<file path="src/rtl/pmt_pulse_emulator.sv">
// pmt_pulse_emulator
// Synthetic photomultiplier pulse source for exercising the photon-counting
// lock-in path. A free-running 32-bit Galois LFSR is compared against a
// per-cycle threshold, chosen by the light-modulation reference, to decide
// when a single-photon pulse starts. Each pulse is PULSE_WIDTH cycles high,
// then DEAD_TIME cycles of forced low.
//
// Optional feature: define PMT_EMU_AFTERPULSE_EN to emulate tube
// afterpulsing. A primary pulse may then be followed by one afterpulse,
// launched in the first IDLE slot after its dead time, with probability
// set by AFTERPULSE_THRESH. Without the macro AFTERPULSE_THRESH is unused.

module pmt_pulse_emulator #(
   parameter logic [31:0] LFSR_SEED         = 32'hACE1_1234,
   parameter int unsigned PULSE_WIDTH       = 5,
   parameter int unsigned DEAD_TIME         = 10,
   parameter logic [7:0]  AFTERPULSE_THRESH = 8'h10
) (
   input  logic        main_clock,
   input  logic        reset,
   input  logic        enable,
   input  logic        light_source_flag,
   input  logic [15:0] rate_on,
   input  logic [15:0] rate_off,
   output logic        pulse_out,
   output logic [31:0] pulse_count,
   output logic        busy
);

   // An all-zero seed would lock the LFSR, so it is replaced by 1.
   localparam logic [31:0] SEED_EFF   = (LFSR_SEED == 32'h0) ? 32'h1 : LFSR_SEED;
   localparam logic [31:0] TAP_MASK   = 32'h8020_0003;
   localparam logic [31:0] WIDTH_LOAD = 32'(PULSE_WIDTH - 1);
   localparam logic [31:0] DEAD_LOAD  = (DEAD_TIME > 0) ? 32'(DEAD_TIME - 1) : 32'h0;

   typedef enum logic [1:0] {
      IDLE  = 2'd0,
      PULSE = 2'd1,
      DEAD  = 2'd2
   } state_t;

   state_t      state;
   logic [31:0] lfsr;
   logic [31:0] cnt;
   logic [15:0] thr;
   logic        fire_primary;
   logic        fire_after;
   logic        fire;

`ifdef PMT_EMU_AFTERPULSE_EN
   logic        after_armed;
   logic        is_after;
`endif

   // Free-running Galois LFSR, shifting right; it never pauses for state or enable.
   always_ff @(posedge main_clock or posedge reset) begin
      if (reset) begin
         lfsr <= SEED_EFF;
      end else if (lfsr[0]) begin
         lfsr <= {1'b0, lfsr[31:1]} ^ TAP_MASK;
      end else begin
         lfsr <= {1'b0, lfsr[31:1]};
      end
   end

   // Decide in IDLE whether a primary pulse (or a pending afterpulse) starts this cycle.
   always_comb begin
      thr          = light_source_flag ? rate_on : rate_off;
      fire_primary = 1'b0;
      fire_after   = 1'b0;
      if (state == IDLE && enable) begin
         if (thr == 16'hFFFF) begin
            fire_primary = 1'b1;
         end else if (lfsr[15:0] < thr) begin
            fire_primary = 1'b1;
         end
      end
`ifdef PMT_EMU_AFTERPULSE_EN
      if (state == IDLE && after_armed) begin
         if (AFTERPULSE_THRESH == 8'hFF) begin
            fire_after = 1'b1;
         end else if (lfsr[31:24] < AFTERPULSE_THRESH) begin
            fire_after = 1'b1;
         end
      end
`endif
      fire = fire_primary | fire_after;
   end

   // Pulse sequencer: IDLE -> PULSE (width count) -> DEAD (dead count) -> IDLE, all outputs registered.
   always_ff @(posedge main_clock or posedge reset) begin
      if (reset) begin
         state       <= IDLE;
         cnt         <= 32'h0;
         pulse_out   <= 1'b0;
         busy        <= 1'b0;
         pulse_count <= 32'h0;
`ifdef PMT_EMU_AFTERPULSE_EN
         after_armed <= 1'b0;
         is_after    <= 1'b0;
`endif
      end else begin
         case (state)
            IDLE: begin
`ifdef PMT_EMU_AFTERPULSE_EN
               // The afterpulse chance exists only in the first IDLE slot after a primary.
               after_armed <= 1'b0;
`endif
               if (fire) begin
                  state     <= PULSE;
                  cnt       <= WIDTH_LOAD;
                  pulse_out <= 1'b1;
                  busy      <= 1'b1;
                  if (pulse_count != 32'hFFFF_FFFF) begin
                     pulse_count <= pulse_count + 32'd1;
                  end
`ifdef PMT_EMU_AFTERPULSE_EN
                  is_after <= fire_after;
`endif
               end
            end
            PULSE: begin
               if (cnt == 32'h0) begin
                  pulse_out <= 1'b0;
                  if (DEAD_TIME == 0) begin
                     state <= IDLE;
                     busy  <= 1'b0;
`ifdef PMT_EMU_AFTERPULSE_EN
                     after_armed <= ~is_after;
`endif
                  end else begin
                     state <= DEAD;
                     cnt   <= DEAD_LOAD;
                  end
               end else begin
                  cnt <= cnt - 32'd1;
               end
            end
            DEAD: begin
               if (cnt == 32'h0) begin
                  state <= IDLE;
                  busy  <= 1'b0;
`ifdef PMT_EMU_AFTERPULSE_EN
                  after_armed <= ~is_after;
`endif
               end else begin
                  cnt <= cnt - 32'd1;
               end
            end
            default: begin
               state     <= IDLE;
               pulse_out <= 1'b0;
               busy      <= 1'b0;
            end
         endcase
      end
   end

endmodule

</file>
<file path="config.mk">
export PLATFORM = sky130hd
export DESIGN_NAME = pmt_pulse_emulator
export DESIGN_NICKNAME = d
export VERILOG_FILES = /design/src/rtl/pmt_pulse_emulator.sv
export SDC_FILE = /design/constraint.sdc
export NUM_CORES = 1
export LEC_CHECK = 0
export BUFFER_PORTS_ARGS = -buffer_cell sky130_fd_sc_hd__buf_4
export CAP_MARGIN = 25
export CORE_ASPECT_RATIO = 1.25
export CORE_UTILIZATION = 45
export DETAILED_ROUTE_END_ITERATION = 7
export PLACE_DENSITY = 0.67
export SYNTH_ARGS = -nofsm -noshare
export SYNTH_HDL_FRONTEND = slang
export SYNTH_SLANG_ARGS = --single-unit
</file>
<file path="constraint.sdc">
create_clock -name main_clock -period 2.95 [get_ports main_clock]
set_input_delay 0.59 -clock main_clock [delete_from_list [all_inputs] [get_ports main_clock]]
set_output_delay 0.59 -clock main_clock [all_outputs]
set_load 0.005 [all_outputs]
</file>
==> summary.txt, run 1 <==
Worst setup path
  – Slowest stage cell on the critical path: ha_1
  – R2r setup slk: 0.21 ns
  – Critical Path AT: 3.00 ns
  – CP cell instances: buf_4, mux2i_1, ha_1, a21o_1, a221oi_2, o211ai_1, a211oi_2, o21ai_2, buf_4, nor4_4, buf_12, nand4_1, xnor2_1
  – Max Fanout on Critical Path: 15
  – WS Path Type: in -> reg
  – Crit path buf inv count: 3
  – Crit-path max cell delay: 0.28 ns
  – Worst path required time: 3.18 ns
  – CP startpoint kind: input port
  – Crit path max-delay family: compound AO/OA/AOI/OAI gates
  – Crit-path most repeated cell: buf_4
  – Worst Setup End Kind: register

Pwr
  – Clock network fraction of design power: 0.199
  – Total power: 5.71 mW
  – Int Power: 3.36 mW
  – Comb power frac: 0.464
  – Switching power: 2.36 mW
  – Sequential Power Share: 0.337
  – Power Density: 900 nW/µm²
  – VDD IR-drop max: 0.460 mV
  – Lkg Pwr: 2.98 nW
  – Switching share of power: 0.413

Global route
  – Met1 usage: 0.281
  – Grt total ovfl: 0
  – Top Usage Layer GRT: met2
  – Total track usage: 0.204
  – First-pass GRT wire length: 18400 µm
  – GRT met3 Usage: 0.0463
  – Global routing usage on met2: 0.316
  – Number of global-route vias before repair: 3892
  – Antenna violations before repair: 0
  – Largest net degree at the start of global routing: 39

Die
  – Initial core utilization: 0.468
  – Chip Width: 96.5 µm
  – Core ar.: 10700 µm²
  – Rows: 42
  – Die height: 120 µm
  – # IOs: 70
  – Die area: 11600 µm²

STA
  – Worst-Margin Slew: 0.843 ns
  – Post-layout min period: 2.77 ns
  – RSZ-0062 raised after global routing: no
  – Final Hold Fails: 0
  – Clk_skew: 0.00829 ns
  – Slew Viols, Final: 0
  – Final Setup Violations: 0
  – Normalized max-slew margin: 0.437
  – Max Freq: 362 MHz
  – Fin crit share: 0.937

Placement
  – IO buf count: 69
  – Routability congestion estimate: 0.875
  – DPL Wire Length: 7880 µm

Worst hold path
  – HP Class: reg -> reg

Drt
  – WL/cell: 15.0 µm
  – 1st-pass router iterations: 4
  – Vias after detailed routing: 3967
  – Post-Route WL: 10800 µm
  – Routed Antenna Nets: 0
  – Vias/cell: 5.50
  – Number of remaining DRC errors: 0
  – Drt first-iter violations: 179

Logic synthesis
  – Post-synth ARST share: 1.00
  – Synth area leader: dfrtp_1
  – Number of synthesized flops with an enable pin: 0
  – Cell Area, Synth: 5020 µm²
  – Mapped Nets: 544
  – Synth top area cells: dfrtp_1, dfstp_2, ha_1
  – Top-area cell type share of the netlist area: 0.434
  – Yosys warning count: 0
  – Yosys reg bits: 100
  – Top_reg_cell synth: dfrtp_1
  – Average cell area after synthesis: 10.3 µm²
  – Sequential share of the synthesized area: 0.502
  – Syn Inst Count: 487
  – Yosys cell types: 58

Job
  – Max cap viols: 0

Finish
  – Most frequent cells in the layout: buf_4, dfrtp_1, nor2_1
  – Total Nets Final: 641
  – # fillers: 922
  – # diodes: 0
  – Layout cell share with drive strength beyond 1: 0.301
  – Commonest non-fill, non-tap cell in the layout: buf_4
  – Layout area overhead: 26.5%
  – Post-layout util: 0.592

Clock tree
  – Worst-path clk slew: 0.07 ns
  – CTS Buf Count: 9
  – Clock Tree Buf Depth: 2
  – CTS tree: yes
  – Clock sink total: 100
  – Clock root buffer: clkbuf_16
  – Worst-Skew Late Latency: 0.34 ns
  – CTS H-tree lvls: 3

Outcome
  – Status: complete, no violations
power by group through the flow:
stage,Sequential (mW),Combinational [mW],Clock (mW)
finish,1.92,2.65,1.14
global route,1.97,2.96,1.23
CTS,1.92,2.65,1.17
detailed placement,1.94,2.63,0
global placement,1.92,2.56,0
floorplan,1.88,1.91,0
timing repair:
item                                   CTS  global route
hold buffers                             0             0
gates resized for setup                  0             4
setup endpoints to repair                0             8
endpoints found under the hold margin    0             0
buffers inserted                         0             0
metrics by stage:
step | TNS [ns] | hold WS, ns | setup slack [ns] | area [µm²] | cells
6_report | 0 | 0.351 | 0.185 | 6350 | 721
5_1_grt | 0 | 0.353 | 0.0126 | 6350 | 721
4_1_cts | 0 | 0.350 | 0.176 | 6340 | 721
3_5_place_dp | -7.17 | 0.335 | -0.188 | 6050 | 705
3_3_place_gp | -4.54 | 0.338 | -0.134 | 6050 | 705
2_1_floorplan | -8.94 | 0.331 | -0.231 | 5220 | 487
cell families after synthesis:
group / synth area share
AOI/OAI and AO/OA: 0.130
xor gates and xnor gates: 0.0576
adders and majority gates: 0.0523
buffers and inverters: 0.0299
DFF: 0.502
muxes: 0.0321
and+or+nand+nor: 0.196
synth_stat cells (13+ instances only):
master,n
dfrtp_1,87
xnor2_1,27
ha_1,21
nand2_1,30
nor2_1,52
nand4_1,17
o21ai_0,22
a21oi_1,29
mux2i_1,15
dfstp_2,13
nor3_1,14
o21ai_1,25
nand3_1,19
layer usage:
metal  part of all wire  vias to the layer above  wire, µm
met5                  0                        -         0
met4              0.018                        0       195
met3              0.038                       13       412
met2               0.48                       72      5250
met1               0.46                     1921      4980
li1                   -                     1961         -
registers in the layout, indices dropped and copies added (netlist names):
| signal | cells |
|---|---|
| state | 2 |
| pulse_count | 32 |
| lfsr | 32 |
| pulse_out | 1 |
| cnt | 32 |
| busy | 1 |
worst paths after layout:
kind / start / to / cells after the start
worst max-delay path: light_source_flag / pulse_count[7] / 13
worst min-delay path: lfsr[25] / lfsr[24] / 0
max in group asynchronous: reset / lfsr[9] / 3
worst min register to register: lfsr[25] / lfsr[24] / 0
min in group asynchronous: reset / lfsr[20] / 2
worst max register to register: cnt[1] / cnt[0] / 11
final cells by class:
class	count	area, µm²	share of cell area
clock buffer	9	225	0.0355
tap	132	165	0.0260
multi-input combinational	359	2490	0.392
sequential	100	2520	0.397
timing repair buffer	102	841	0.132
inverter	12	48.8	0.00768
clock inverter	7	65.1	0.0102
Power figures use the tool's default switching activity.
==> inputs of run 2 (changes only) <==
PLACE_DENSITY = 0.68   (was 0.67)
clock period = 2.5 ns   (was 2.95 ns; I/O delays follow)
==> run 2 against run 1 <==
The flow now finishes with violations (negative setup slack); via count increased by 7.0%; sequential power increased by 15%; clock-buffer cell count unchanged; hold slack got worse by 0.19 ns; routed wire length increased by 14%; cell count increased by 6.5%; power increased by 35%; combinational power increased by 57%; first-iteration DRC count increased by 28%; utilization increased by 7.8 points; critical endpoint is now cnt[22]; highest routed layer unchanged.
==> summary.txt, run 2 (same netlist as run 1, synthesis figures left out) <==
Finish
  – Non-filler cells, final: 768
  – Layout area overhead: 43.1%
  – Layout cell share with drive strength beyond 1: 0.418
  – # diodes: 0
  – FF+latch area: 2520 µm²
  – Total Nets Final: 688
  – Multi-input logic area: 2860 µm²
  – Post-layout util: 0.670
  – Largest regs: cnt (32), lfsr (32), pulse_count (32)
  – # fillers: 823
  – Commonest non-fill, non-tap cell in the layout: buf_4
  – Most frequent cells in the layout: buf_4, dfrtp_1, nor2_1

Clock tree
  – CTS Buf Count: 9
  – CTS tree: yes
  – CTS Hold Buffers Added: 0
  – Worst-path clk slew: 0.07 ns
  – CTS H-tree lvls: 3
  – Clock sink total: 100
  – Clock root buffer: clkbuf_16
  – Clock Tree Buf Depth: 2
  – Worst-Skew Late Latency: 0.35 ns

STA
  – Slew Viols, Final: 0
  – Normalized max-slew margin: 0.680
  – Clk_skew: 0.00961 ns
  – Final Setup Violations: 63
  – Fin crit share: 1.10
  – Final Hold Fails: 0
  – Max Freq: 362 MHz
  – Hold_ws: 0.165 ns
  – Worst-Margin Slew: 0.477 ns
  – Post-layout min period: 2.76 ns
  – Worst Setup Slack, final: -0.260 ns
  – RSZ-0062 raised after global routing: yes

Placement
  – DPL Wire Length: 8360 µm
  – Routability congestion estimate: 0.837
  – IO buf count: 69
  – Post-Place Cells: 736

Drt
  – Routed Antenna Nets: 0
  – 1st-pass router iterations: 4
  – Drt first-iter violations: 230
  – Vias/cell: 5.53
  – Number of remaining DRC errors: 0
  – Vias after detailed routing: 4244
  – Post-Route WL: 12300 µm
  – WL/cell: 16.1 µm

Pwr
  – Total power: 7.70 mW
  – VDD IR-drop max: 0.511 mV
  – Lkg Pwr: 3.51 nW
  – Power Density: 1070 nW/µm²

Die
  – Rows: 42
  – Core ar.: 10700 µm²
  – # IOs: 70
  – Die height: 120 µm
  – Die area: 11600 µm²
  – Chip Width: 96.5 µm
  – Initial core utilization: 0.468

Worst setup path
  – Critical Path AT: 2.98 ns
  – WS Path Type: reg -> reg
  – Max Fanout on Critical Path: 35
  – CP startpoint kind: register
  – CP Launch Point: lfsr[7]
  – Reg2reg start: lfsr[7]
  – Crit path buf inv count: 2
  – Crit-path max cell delay: 0.41 ns
  – CP cell instances: ha_1, and2_4, a221oi_2, o211ai_1, a211oi_2, o21ai_2, buf_4, a221o_1, buf_12, o21ai_1, o21ai_0
  – Crit path max-delay family: compound AO/OA/AOI/OAI gates
  – Slowest stage cell on the critical path: dfrtp_1
  – Worst path required time: 2.72 ns
  – Worst Setup End Kind: register

Global route
  – Number of global-route vias before repair: 4380
  – Total track usage: 0.227
  – Largest net degree at the start of global routing: 40
  – Antenna violations before repair: 0
  – First-pass GRT wire length: 20300 µm
  – Grt total ovfl: 0

Job
  – Max cap viols: 0

Worst hold path
  – HP Class: in -> async

Outcome
  – Failing checks: negative setup slack
  – Status: finished, violations left
[run 2: changes by cell type in the layout (fill, tap and decap cells not counted), sizes merged]
cell    change
buf        +45
clkbuf      +2
clkinv      +2
inv         -2
[run 2: worst paths after layout]
check | slack [ns] | cells after the start | endpoint
setup / recovery | -0.26 | 11 | cnt[22]
hold / removal | 0.17 | 2 | lfsr[30]
setup reg to reg | -0.26 | 11 | cnt[22]
hold reg to reg | 0.35 | 0 | lfsr[17]
max in group asynchronous | 1.74 | 3 | cnt[31]
min in group main_clock | 0.35 | 0 | lfsr[17]
[run 2: layout make-up]
type                            count  area share
Multi-Input combinational cell    359       0.397
Sequential cell                   100       0.351
Timing Repair Buffer              149       0.181
Clock buffer                        9      0.0313
Tap cell                          132      0.0230
Clock inverter                      7     0.00940
Inverter                           12     0.00714
[run 2: per-stage QoR]
| step | instance area (µm²) | setup TNS, ns | setup WS (ns) |
|---|---|---|---|
| finish | 7180 | -9.67 | -0.260 |
| global route | 7180 | -19.03 | -0.376 |
| global placement | 6280 | -27.20 | -0.511 |
| CTS | 6920 | -6.29 | -0.227 |
| floorplan | 5220 | -32.34 | -0.591 |
| detailed placement | 6280 | -32.78 | -0.595 |
[run 2: metal layers]
metal,GRT usage,up-vias,share of wire
met5,0,-,0
met3,0.0374,23,0.028
met2,0.397,74,0.54
met4,0.0809,0,0.020
met1,0.277,2093,0.41
li1,-,2054,-
[run 2: repair_timing]
item,in CTS,in global routing
setup buffers,11,3
gates resized for setup,50,50
gates cloned,2,1
endpoints found under the hold margin,0,0
endpoints found under the setup margin,65,68
pin swaps,28,27
[run 2: report_power, final]
part / switching [mW] / internal, mW / total [mW] / leakage (nW)
Clock: 0.637 / 0.699 / 1.34 / 0.145
Sequential: 0.299 / 1.91 / 2.21 / 1.32
Combinational: 2.24 / 1.92 / 4.16 / 2.05
==> inputs of run 3 (changes only) <==
RECOVER_POWER = 50   (was not set)
==> run 3 against run 2 <==
Via count barely moved; utilization fell by 0.13 points; combinational power barely moved; setup slack improved by 0.0048 ns; the flow still finishes with violations (negative setup slack); flip-flop and latch count did not move; die area did not move; largest power group unchanged; routed wire length rose by 0.11%; clock-buffer cell count did not move; highest routed layer unchanged; register-to-register slack barely moved; clock skew rose by 0.00061 ns; fmax rose by 0.18%.
==> summary.txt, run 3 (same netlist as run 1, synthesis figures left out) <==
Outcome
  – Status: finished, violations left
  – Failing checks: negative setup slack

STA
  – Final Setup Violations: 63
  – Worst Setup Slack, final: -0.255 ns
  – Fin crit share: 1.10
  – Normalized max-slew margin: 0.189
  – RSZ-0062 raised after global routing: yes
  – Clk_skew: 0.0102 ns
  – Hold_ws: 0.272 ns
  – Post-layout min period: 2.76 ns
  – Max Freq: 363 MHz
  – Slew Viols, Final: 0
  – Final Hold Fails: 0
  – Worst-Margin Slew: 1.22 ns

Finish
  – Layout cell share with drive strength beyond 1: 0.414
  – Non-filler cells, final: 768
  – Largest regs: cnt (32), lfsr (32), pulse_count (32)
  – Total Nets Final: 688
  – Commonest non-fill, non-tap cell in the layout: buf_4
  – Most frequent cells in the layout: buf_4, dfrtp_1, nor2_1
  – Layout area overhead: 42.8%
  – # diodes: 0
  – Post-layout instance area: 7170 µm²

Clock tree
  – Worst-Skew Late Latency: 0.35 ns
  – Clock sink total: 100
  – CTS Hold Buffers Added: 0
  – CTS tree: yes
  – CTS H-tree lvls: 3
  – Worst-path clk slew: 0.07 ns
  – Clock root buffer: clkbuf_16
  – CTS Buf Count: 9
  – Clock Tree Buf Depth: 2

Die
  – Core ar.: 10700 µm²
  – Chip Width: 96.5 µm
  – Die area: 11600 µm²
  – Initial core utilization: 0.468
  – Die height: 120 µm
  – Rows: 42
  – # IOs: 70

Worst setup path
  – WS Path Type: reg -> reg
  – CP startpoint kind: register
  – Worst path required time: 2.72 ns
  – Critical Path AT: 2.97 ns
  – Max Fanout on Critical Path: 35
  – Worst Setup End Kind: register

Drt
  – Post-Route WL: 12300 µm
  – Number of remaining DRC errors: 0
  – WL/cell: 16.1 µm
  – Vias after detailed routing: 4241
  – 1st-pass router iterations: 4
  – Drt first-iter violations: 181
  – Routed Antenna Nets: 0
  – Vias/cell: 5.52

Global route
  – Largest net degree at the start of global routing: 40
  – Antenna violations before repair: 0
  – Total track usage: 0.227
  – Number of global-route vias before repair: 4380
  – First-pass GRT wire length: 20300 µm
  – Grt total ovfl: 0

Worst hold path
  – HP Class: in -> async

Placement
  – IO buf count: 69
  – Area of placed instances: 6280 µm²
  – DPL Wire Length: 8360 µm
  – Routability congestion estimate: 0.837
  – Post-Place Cells: 736

Pwr
  – Power Density: 1070 nW/µm²
  – Lkg Pwr: 3.51 nW
  – VDD IR-drop max: 0.510 mV

Job
  – Max cap viols: 0
run 3: worst paths after layout:
| check | slack [ns] | from | cells past startpoint | endpoint |
|---|---|---|---|---|
| min in group main_clock | 0.35 | lfsr[18] | 0 | lfsr[17] |
| max reg2reg | -0.26 | lfsr[7] | 11 | cnt[22] |
| min | 0.27 | reset | 2 | lfsr[30] |
| min reg2reg | 0.35 | lfsr[18] | 0 | lfsr[17] |
| max in group asynchronous | 0.57 | reset | 3 | lfsr[8] |
| max | -0.26 | lfsr[7] | 11 | cnt[22] |
run 3: timing repair:
action                                  4_1_cts  5_1_grt
resized for setup                            50       50
buffers inserted                             11        3
endpoints found under the setup margin       65       68
pin swaps                                    28       27
gates cloned                                  2        1
run 3: per-layer routing:
metal | GRT usage | up-vias | wire [µm]
met5 | 0 | - | 0
met4 | 0.0809 | 0 | 232
met3 | 0.0374 | 21 | 334
met2 | 0.397 | 72 | 6700
met1 | 0.277 | 2095 | 5080
li1 | - | 2053 | -
run 3: final cells by class:
class	count	area, µm²
Inverter	12	48.8
Timing Repair Buffer	149	1290
Clock inverter	7	67.6
Clock buffer	9	225
Fill cell	827	3550
Sequential cell	100	2520
Tap cell	132	165
Multi-Input combinational cell	359	2860
run 3: power by group:
part	total, mW	internal, mW	switching, mW
clock	1.34	0.699	0.637
combinational	4.16	1.91	2.24
sequential	2.21	1.91	0.301
total	7.70	4.52	3.18
run 3: per-stage QoR:
stage	setup slack (ns)	power (mW)	utilization	setup TNS [ns]
6_report	-0.255	7.70	0.669	-9.58
5_1_grt	-0.376	8.22	0.669	-19.03
4_1_cts	-0.227	7.54	0.646	-6.29
3_5_place_dp	-0.595	5.83	0.586	-32.78
2_1_floorplan	-0.591	4.48	-	-32.34
3_3_place_gp	-0.511	5.75	0.586	-27.20
run 3: critical path, stage by stage (launching register included):
cell and delay [ns]:
dfrtp_1 0.41, ha_1 0.33, and2_4 0.17, a221oi_2 0.25, o211ai_1 0.15, a211oi_2 0.26, o21ai_2 0.09, buf_4 0.14
a221o_1 0.35, buf_12 0.19, o21ai_1 0.16, o21ai_0 0.11
